<file path="src/rtl/int_gateway_bank.sv">
// Interrupt gateway bank: per-source level/edge gateways with a fixed
// lowest-index-wins priority, a claim/complete handshake and edge backlog.
//
// Ports:
//   clock          sole clock, rising edge
//   reset          asynchronous, active-low
//   int_in         per-source interrupt levels, already synchronous
//   claim_req      one-cycle claim strobe from the target
//   complete_valid completion strobe
//   complete_id    ID being completed (source i carries ID i+1)
//   irq_out        any source pending
//   irq_id         lowest-index pending ID, 0 if none
//   claim_valid    one-cycle response to claim_req
//   claim_id       claimed ID, 0 when nothing was pending
module int_gateway_bank #(
    parameter int                 NUM_SRC   = 4,
    parameter logic [NUM_SRC-1:0] EDGE_MASK = '0,
    parameter int                 CNT_W     = 2,
    localparam int                IDW       = $clog2(NUM_SRC + 1)
) (
    input  logic               clock,
    input  logic               reset,
    input  logic [NUM_SRC-1:0] int_in,
    input  logic               claim_req,
    input  logic               complete_valid,
    input  logic [IDW-1:0]     complete_id,
    output logic               irq_out,
    output logic [IDW-1:0]     irq_id,
    output logic               claim_valid,
    output logic [IDW-1:0]     claim_id
);

    typedef enum logic [1:0] {
        S_IDLE,
        S_PENDING,
        S_INFLIGHT
    } state_t;

    localparam logic [CNT_W-1:0] CNT_MAX = {CNT_W{1'b1}};

    state_t             state_q [NUM_SRC];
    state_t             state_d [NUM_SRC];
    logic [CNT_W-1:0]   cnt_q   [NUM_SRC];
    logic [CNT_W-1:0]   cnt_d   [NUM_SRC];
    logic [NUM_SRC-1:0] prev_q;
    logic               claim_valid_q;
    logic [IDW-1:0]     claim_id_q;
    logic [IDW-1:0]     irq_id_c;

    // Scan from the top so the lowest pending index is written last.
    always_comb begin
        irq_id_c = '0;
        for (int i = NUM_SRC - 1; i >= 0; i--) begin
            if (state_q[i] == S_PENDING) begin
                irq_id_c = IDW'(i + 1);
            end
        end
    end

    assign irq_out     = (irq_id_c != '0);
    assign irq_id      = irq_id_c;
    assign claim_valid = claim_valid_q;
    assign claim_id    = claim_id_q;

    always_comb begin
        for (int i = 0; i < NUM_SRC; i++) begin
            state_d[i] = state_q[i];
            cnt_d[i]   = cnt_q[i];

            unique case (state_q[i])
                S_IDLE: begin
                    if (!EDGE_MASK[i] && int_in[i]) begin
                        state_d[i] = S_PENDING;
                    end
                end
                S_PENDING: begin
                    // Only the source currently shown on irq_id is claimed.
                    if (claim_req && irq_id_c == IDW'(i + 1)) begin
                        state_d[i] = S_INFLIGHT;
                    end
                end
                S_INFLIGHT: begin
                    if (complete_valid && complete_id == IDW'(i + 1)) begin
                        if (EDGE_MASK[i] && cnt_q[i] != '0) begin
                            state_d[i] = S_PENDING;
                            cnt_d[i]   = cnt_q[i] - CNT_W'(1);
                        end else begin
                            state_d[i] = S_IDLE;
                        end
                    end
                end
                default: begin
                    state_d[i] = S_IDLE;
                end
            endcase

            // An edge is applied on top of the claim/complete transition
            // so it is never lost: it re-pends an idle source, otherwise
            // it joins the saturating backlog.
            if (EDGE_MASK[i] && int_in[i] && !prev_q[i]) begin
                if (state_d[i] == S_IDLE) begin
                    state_d[i] = S_PENDING;
                end else if (cnt_d[i] != CNT_MAX) begin
                    cnt_d[i] = cnt_d[i] + CNT_W'(1);
                end
            end
        end
    end

    always_ff @(posedge clock or negedge reset) begin
        if (!reset) begin
            for (int i = 0; i < NUM_SRC; i++) begin
                state_q[i] <= S_IDLE;
                cnt_q[i]   <= '0;
            end
            prev_q        <= '0;
            claim_valid_q <= 1'b0;
            claim_id_q    <= '0;
        end else begin
            for (int i = 0; i < NUM_SRC; i++) begin
                state_q[i] <= state_d[i];
                cnt_q[i]   <= cnt_d[i];
            end
            prev_q        <= int_in;
            claim_valid_q <= claim_req;
            claim_id_q    <= claim_req ? irq_id_c : '0;
        end
    end

endmodule

</file>
<file path="config.mk">
export PLATFORM = sky130hd
export DESIGN_NAME = int_gateway_bank
export DESIGN_NICKNAME = d
export VERILOG_FILES = /design/src/rtl/int_gateway_bank.sv
export SDC_FILE = /design/constraint.sdc
export NUM_CORES = 1
export LEC_CHECK = 0
export CORE_MARGIN = 3
export CORE_UTILIZATION = 39
export DETAILED_ROUTE_END_ITERATION = 16
export PLACE_DENSITY = 0.79
export RECOVER_POWER = 50
export SYNTH_ARGS = -nofsm -noshare
export SYNTH_HDL_FRONTEND = slang
export SYNTH_SLANG_ARGS = --single-unit
</file>
<file path="constraint.sdc">
create_clock -name clock -period 1 [get_ports clock]
set_clock_uncertainty 0.05 [all_clocks]
set_input_delay 0.1 -clock clock [delete_from_list [all_inputs] [get_ports clock]]
set_output_delay 0.1 -clock clock [all_outputs]
set_load 0.03 [all_outputs]
</file>
==> run summary <==
Worst Path Arrival = 1.40 ns
largest cells by area after synthesis = dfrtp_1, nor2_1, a311oi_2
crit share post-route = 155%
number of flops mapped to enable cells by yosys = 0
Top FF cell, synth = dfrtp_1
Clk Latency, worst-skew pair = 0.28 ns
Setup crit end kind = output port
initial antenna violation count = 0
antenna viol nets, final = 0
Placed Cells = 107
hold crit path type = input port to flop
pwr/cell area = 3530 mW/mm^2
core footprint = 0.00135 mm^2
status = finished, violations left
violated checks = setup timing
Worst Reg-to-Reg Cells = 5
TritonRoute pass-1 iters = 3
syn nets = 64
Area Overhead vs Synth = 90.0%
ant diodes = 0
post-synthesis sequential area ratio = 51.1%
CTS sink count = 12
R2R setup slack = -0.39 ns
Worst VDD drop = 2.07 mV
# H-tree levels = 1
critical-path maximum fanout = 3
Wirelength per Cell = 18.0 um
Slowest Stage Delay on Critical Path = 0.41 ns
DRC = 0
Hold Path Depth = 3
clk slew on worst S/H paths = 0.08 ns
hold_buf cts = 0
final estimated routing congestion in global placement = 0.750
register bit total from synthesis = 12
Initial Utilization = 43.6%
Critical Path RT = 0.85 ns
die height = 44.8 um
slowest CP cell = dfrtp_1
commonest cells in the netlist = dfrtp_1, nor2_1, nand2_1, nand2b_1
top-area cell type share of the netlist area = 51.1%
CTS tree = done
Cell Rows = 13
DR vias/cell = 5.46
setup violators final = 13
Fill cells = 74
Min Hold Slack = 0.209 ns
nets = 113
dpl ws = -0.322 ns
Worst-Margin Slew = 0.703 ns
multi-input gate area in the final layout = 360 um^2
vias in the first global route = 697
die width = 44.8 um
CP Class = flop to output port
cell taking the most area after synthesis = dfrtp_1
first-pass GRT wire length = 3060 um
clk root buf = clkbuf_4
dpl hpwl = 1280 um
Async SR Flop Fraction = 100%
Post-Route WL = 2090 um
Post-Layout Cell Count = 116
f_max = 647 MHz
largest net degree at the start of global routing = 13
I/O Buffers = 18
CP Launch Type = flop
Max Cap Viol = 0
Netlist cell types = 25
Cell Area, Synth = 588 um^2
P_leak = 0.517 nW
TritonCTS buffer count = 3
Vias = 633
worst path bufs/invs = 1
IO Pins = 19
CTS max path bufs = 2
Rel. slew slack = 53.1%
Tmin final = 1.55 ns
Crit path max-delay family = flip-flops
WP depth = 4
cells along the critical path = nor2b_4, a21o_1, nor3_4, buf_6
Mapped Avg Cell Area = 11.1 um^2
Synth Instances = 53
YS warnings = 0
initial detailed-routing violation count = 5
All-Layer GR Usage = 21.0%
fin. max-slew vios = 0
fraction of layout cells with a size suffix above 1 = 54.5%
final worst slack = -0.546 ns
Die ar. = 0.00201 mm^2
count leader, synth = dfrtp_1
final hold violations = 0
GR Overflow Total = 0
RSZ-0062 raised after global routing = yes
register area = 300 um^2
-- per-stage QoR --
stage	setup TNS [ns]	total power [W]	area (um^2)	util, %
floorplan	-1.07	0.00199	622	-
global placement	-2.17	0.00286	958	71.0
detailed placement	-2.73	0.00293	958	71.0
CTS	-3.16	0.00359	1060	78.8
global route	-4.45	0.00415	1120	82.8
finish	-3.90	0.00395	1120	82.8
-- sequential cells by signal, indices dropped and copies added, names as in the netlist --
signal,cells
claim_id,3
claim_valid,1
state_q,8
-- cell usage in the layout, fill, tap and decap left out, types with 2 or more instances in the layout --
| master | synthesis | routed |
|---|---|---|
| a311oi_2 | 2 | 2 |
| buf_4 | 0 | 23 |
| buf_6 | 0 | 10 |
| clkbuf_4 | 0 | 3 |
| clkdlybuf4s50_1 | 0 | 7 |
| dfrtp_1 | 12 | 12 |
| inv_1 | 2 | 2 |
| nand2_1 | 3 | 2 |
| nand2b_1 | 3 | 2 |
| nor2_1 | 9 | 7 |
| nor2_4 | 1 | 2 |
-- where the power goes --
group	total, W	switching, W	internal (W)
Sequential	0.000848	0.000169	0.000678
Clock	0.000398	0.000176	0.000222
Combinational	0.00270	0.00134	0.00137
Total	0.00395	0.00168	0.00227
-- final timing paths --
| check | end | from |
|---|---|---|
| worst max-delay path | irq_id[2] | state_q[4] |
| min in group asynchronous | claim_id[0] | reset |
| max in group asynchronous | state_q[6] | reset |
| worst min-delay path | state_q[5] | complete_id[0] |
| worst max register to register | state_q[1] | state_q[4] |
| worst min register to register | state_q[0] | state_q[1] |
-- what timing repair did --
action,CTS,global route
setup buffers,3,2
endpoints found under the setup margin,14,15
gates resized for setup,11,9
endpoints found under the hold margin,0,0
pin swaps,8,4
-- final cells by class --
cell class                 instances  share of cell area (%)
clock buffer                       4                    3.25
inverter                           3                    1.01
multi-input combinational         38                    32.3
sequential                        12                    26.9
tap                               15                    1.68
timing repair buffer              44                    34.9
-- kinds of logic (layout without fill, tap and decap cells) --
| group | after synthesis | in the layout | share of synthesized area [%] |
|---|---|---|---|
| flops | 12 | 12 | 51.1 |
| compound gates | 10 | 10 | 17.2 |
| buf+inv | 3 | 51 | 1.91 |
| mux | 1 | 1 | 1.70 |
| simple gates | 27 | 27 | 28.1 |
-- worst min-delay path: stages --
cell and delay [ns]:
dlymetal6s2s_1 0.14, nor4bb_1 0.08, o31ai_2 0.18
-- metal layers --
metal  GRT usage (%)  up-vias  part of all wire (%)  wire length, um
li1                -      290                     -                -
met1            24.3      310                    36              751
met2            38.1       25                    54             1130
met3            3.98        8                   6.1              128
met4            7.60        0                   3.9               82
met5               0        -                     0                0
Note: power is estimated with default switching activity, not from simulation.
